[src/rtl/rle_stream_decoder.sv]
// rle_stream_decoder: decodes a header/run-length/symbol word stream into repeated output symbols
module rle_stream_decoder #(
  parameter int DATA_W  = 8,
  parameter int TOTAL_W = 16
) (
  input  logic               clk,
  input  logic               rst,
  input  logic               start,
  input  logic               in_valid,
  input  logic [DATA_W-1:0]  in_data,
  output logic               in_ready,
  output logic               out_valid,
  output logic [DATA_W-1:0]  out_data,
  input  logic               out_ready,
  output logic               idle,
  output logic               finish,
  output logic               zero_run,
  output logic [TOTAL_W-1:0] total
);
  typedef enum logic [2:0] {IDLE, HDR, LEN, SYM, EMIT, DONE} state_t;
  state_t r_state, w_next;
  logic r_in_ready, r_out_valid, r_idle, r_finish, r_zero;
  logic [TOTAL_W-1:0] r_total;
  logic [DATA_W-1:0] r_p, r_r, r_sym;
  logic w_in_hs, w_out_hs, w_last_pair;
  assign w_in_hs     = in_valid && r_in_ready;
  assign w_out_hs    = r_out_valid && out_ready;
  assign w_last_pair = r_p <= DATA_W'(1);
  assign in_ready    = r_in_ready;
  assign out_valid   = r_out_valid;
  assign out_data    = r_sym;
  assign idle        = r_idle;
  assign finish      = r_finish;
  assign zero_run    = r_zero;
  assign total       = r_total;
  // next state: advance only on the handshake relevant to the current state
  always_comb begin
    w_next = r_state;
    case (r_state)
      IDLE, DONE: w_next = start ? HDR : r_state;
      HDR:        w_next = !w_in_hs ? HDR : (in_data == '0) ? DONE : LEN;
      LEN:        w_next = w_in_hs ? SYM : LEN;
      SYM:        w_next = !w_in_hs ? SYM : (r_r != '0) ? EMIT : w_last_pair ? DONE : LEN;
      EMIT:       w_next = (w_out_hs && r_r == DATA_W'(1)) ? (w_last_pair ? DONE : LEN) : EMIT;
      default:    w_next = IDLE;
    endcase
  end
  // state, registered status flags and pair/run/total counters
  always_ff @(posedge clk) begin
    if (rst) begin
      r_state     <= IDLE;
      r_in_ready  <= 1'b0;
      r_out_valid <= 1'b0;
      r_idle      <= 1'b1;
      r_finish    <= 1'b0;
      r_zero      <= 1'b0;
      r_total     <= '0;
      r_p         <= '0;
      r_r         <= '0;
      r_sym       <= '0;
    end else begin
      r_state     <= w_next;
      r_in_ready  <= w_next inside {HDR, LEN, SYM};
      r_out_valid <= w_next == EMIT;
      r_idle      <= w_next == IDLE;
      r_finish    <= w_next == DONE;
      if ((r_state == IDLE || r_state == DONE) && start) begin
        r_zero  <= 1'b0;
        r_total <= '0;
      end
      if (r_state == HDR && w_in_hs) r_p <= in_data;
      if (r_state == LEN && w_in_hs) r_r <= in_data;
      if (r_state == SYM && w_in_hs) begin
        r_sym <= in_data;
        if (r_r == '0) begin
          r_zero <= 1'b1;
          r_p    <= r_p - DATA_W'(1);
        end
      end
      if (r_state == EMIT && w_out_hs) begin
        r_r     <= r_r - DATA_W'(1);
        r_total <= r_total + TOTAL_W'(1);
        if (r_r == DATA_W'(1)) r_p <= r_p - DATA_W'(1);
      end
    end
  end
endmodule

[config.mk]
export PLATFORM = sky130hd
export DESIGN_NAME = rle_stream_decoder
export DESIGN_NICKNAME = d
export VERILOG_FILES = /design/src/rtl/rle_stream_decoder.sv
export SDC_FILE = /design/constraint.sdc
export NUM_CORES = 1
export LEC_CHECK = 0
export BUFFER_PORTS_ARGS = -buffer_cell sky130_fd_sc_hd__buf_4
export CAP_MARGIN = 20
export CORE_MARGIN = 5
export CORE_UTILIZATION = 60
export CTS_BUF_LIST = sky130_fd_sc_hd__clkbuf_16
export CTS_CLUSTER_DIAMETER = 120
export DETAILED_ROUTE_END_ITERATION = 6
export PLACE_DENSITY_LB_ADDON = 0.2
export SLEW_MARGIN = 20
export SYNTH_ARGS = -nofsm -noshare
export SYNTH_HDL_FRONTEND = slang
export SYNTH_SLANG_ARGS = --single-unit
export TNS_END_PERCENT = 50
[constraint.sdc]
create_clock -name clk -period 4 [get_ports clk]
set_input_delay 0 -clock clk [delete_from_list [all_inputs] [get_ports clk]]
set_output_delay 0 -clock clk [all_outputs]
set_load 0.05 [all_outputs]
==> summary.txt <==
Run status
  • Status: finished, final reports clean

Detailed routing
  • Residual DRC: 0
  • Antenna Violating Nets Remaining: 0
  • Routed WL per cell: 15.88 µm
  • First-pass DRT Iterations: 4
  • Via count: 2452
  • WL final: 6147 µm
  • Via density: roughly 6.3
  • Iter 0 DRT Violations: 282

Placed design
  • Placed Cells: 374
  • Dpl ws: 1872 ps
  • Gpl congestion: 0.8840
  • Final HPWL DP: approximately 4400 µm
  • Buffers on Ports: 41
  • Dpl cell area: 2835 µm²

Timing
  • # setup viols final: 0
  • Worst Skew: 3.173 ps
  • Crit path time final: 2178 ps
  • FMAX: between 400 and 500 MHz
  • Max Transition Viols Final: 0
  • Worst-Margin Slew: 610.6 ps
  • Setup WS post-layout: roughly 1800 ps
  • Final hold vios: 0
  • Setup TNS: 0 ps
  • Worst slew margin: 58.74%
  • Fin Hold WS: 1.992 ps
  • Crit share post-route: a little over half
  • RSZ-0062 raised after global routing: false

Die
  • Die Area: 5579 µm²
  • # rows: 23
  • Ports: 42
  • Die extent in x: 74.70 µm
  • Core Footprint: 4029 µm²
  • Die H: 74.70 µm
  • Starting Density: 62.33%

Clock tree
  • Clk_lat worst skew: 290 ps
  • Htree depth: 2
  • Clk sinks: 48
  • TritonCTS Buffers: 5
  • CTS tree: done
  • # hold bufs at CTS: 5
  • # Post-CTS Setup Buffers: 0
  • Maximum buffer depth of the clock tree: 2
  • # resized after CTS: 0
  • Root Driver: clkbuf_16
  • Clk slew on worst S/H paths: 60 ps

Hold path
  • Hold Path Class: in -> reg
  • Hold Startpoint: in_data[3]
  • Hold Path Sink: out_data[3]
  • Hold path depth: 3

Worst setup path
  • CP Capture Type: flop
  • Reg2Reg Depth: 6
  • Critical Path Fanout Max: 6
  • Worst Setup SP: r_p[0]
  • Worst path required time: 4230 ps
  • Critical Path Start Type: flop
  • Slack of the worst reg-to-reg path: between 1500 and 2000 ps
  • Crit path arrival time: 2400 ps
  • Setup Crit Path Kind: reg -> reg
  • Capture point of the worst reg-to-reg path: in_ready
  • R2r startpoint: r_p[0]

Finish
  • FF/Latch Area: a little under 1000 µm²
  • Final Util: about 76%
  • Ant. Diodes: 0
  • Multi-input gate area: 1470 µm²
  • Post-Layout Cell Count: 387
  • Fraction of layout cells with a size suffix above 1: a little under a fifth
  • Final net count: 355
  • Fill cells: about 320
  • Final Cell Area: 3049 µm²
  • Area Growth Syn to Fin: 21.42%

Yosys
  • Post-Syn Nets: 313
  • Avg Inst Size Synth: approximately 8.5 µm²
  • Synth area leader: dfxtp_1
  • Post-synthesis sequential element count: 48
  • Yosys Warn Count: 0
  • Top post-synthesis cells by area: dfxtp_1 (38%), nor2_1 (5.5%), a21oi_1 (4.2%)
  • Synth cell count leaders: dfxtp_1 (48), nor2_1 (37), a21oi_1 (21), nand2_1 (18), nor3_1 (17)
  • EDFF count, synth: 0
  • Synth top area share: 38.27%
  • Post-Syn Area: 2511 µm²
  • Top-count cell post-synth: dfxtp_1
  • Top_reg_cell synth: dfxtp_1
  • Seq/Total Area, Yosys: 38.27%
  • Ys async rst share: 0%
  • Mapped Cells: 294
  • Distinct cells, synth: 59

Power
  • Pwr dens: ~350 nW/µm²
  • Worst VDD drop: 302.9 µV
  • LEAKAGE: 1.208 nW
  • Total Power: 1.071 mW

Global route
  • Grt total ovfl: 0
  • Initial antenna violation count: 0
  • First-pass GRT wire length: 10320 µm
  • GRT Overall Usage: 23.91%
  • Vias in the first global route: between 2000 and 2500
  • Largest net degree at the start of global routing: between 40 and 50

Run
  • Max-cap violation count: 0
worst max-delay path, stage by stage (launching register included):
cell and delay [ps]:
dfxtp_1 380, inv_1 80, ha_1 240, o211ai_1 460, nand3_1 210, a2111oi_4 520
o211a_1 240
cell usage in the layout (no fill, tap or decap), types with 5 or more instances in the layout:
master and instances:
dlygate4sd3_1 5, dfxtp_1 48, clkbuf_16 5, nand2_1 18, buf_4 41, nor2_1 37
a21oi_1 21, nor4_1 7, ha_1 6, inv_1 10, a211oi_1 6, a31oi_1 7
o21ai_0 7, mux2i_1 8, nor3_1 17, nand3_1 10
logic make-up after synthesis:
kind of cell | after synthesis | synth area share (%)
adders and majority gates | 6 | 2.989
DFF | 48 | 38.27
buffers and inverters | 20 | 3.189
xor gates and xnor gates | 5 | 1.744
muxes | 12 | 4.983
AOI/OAI and AO/OA | 76 | 21.48
and+or+nand+nor | 127 | 27.35
how the worst max path moves through the flow:
stage / depth (start not counted) / slack (ps) / to
floorplan: 6 / 1860 / idle
global placement: 5 / 1950 / idle
detailed placement: 6 / 1870 / in_ready
CTS: 6 / 1850 / in_ready
global route: 5 / 1640 / total[14]
finish: 6 / 1820 / in_ready
final cells by class:
cell class                 instances  share of cell area (%)
tap                               50                   2.052
clock inverter                     3                   1.272
sequential                        48                   31.51
timing repair buffer              46                   11.74
clock buffer                       5                   4.103
inverter                           9                   1.108
multi-input combinational        226                   48.22
report_power, final:
group,switching (mW),internal (mW),total [mW]
Clock,0.172,0.291,0.463
Combinational,0.0673,0.0413,0.109
Sequential,0.0130,0.487,0.500
Total,0.252,0.819,1.07
registers in the layout (all words and copies together) (netlist names):
signal	count
total	16
out_data	8
r_p	8
r_r	8
r_state	3
finish	1
idle	1
in_ready	1
out_valid	1
zero_run	1
layer usage:
metal  global-route usage (%)  part of all wire, %  up-vias
met5                        0                    0        -
met3                    4.806                  7.1       11
met2                    40.10                   49      101
met4                    10.47                  1.9        0
met1                    29.79                   42     1147
li1                         -                    -     1193
Note: power is estimated with default switching activity, not from simulation.
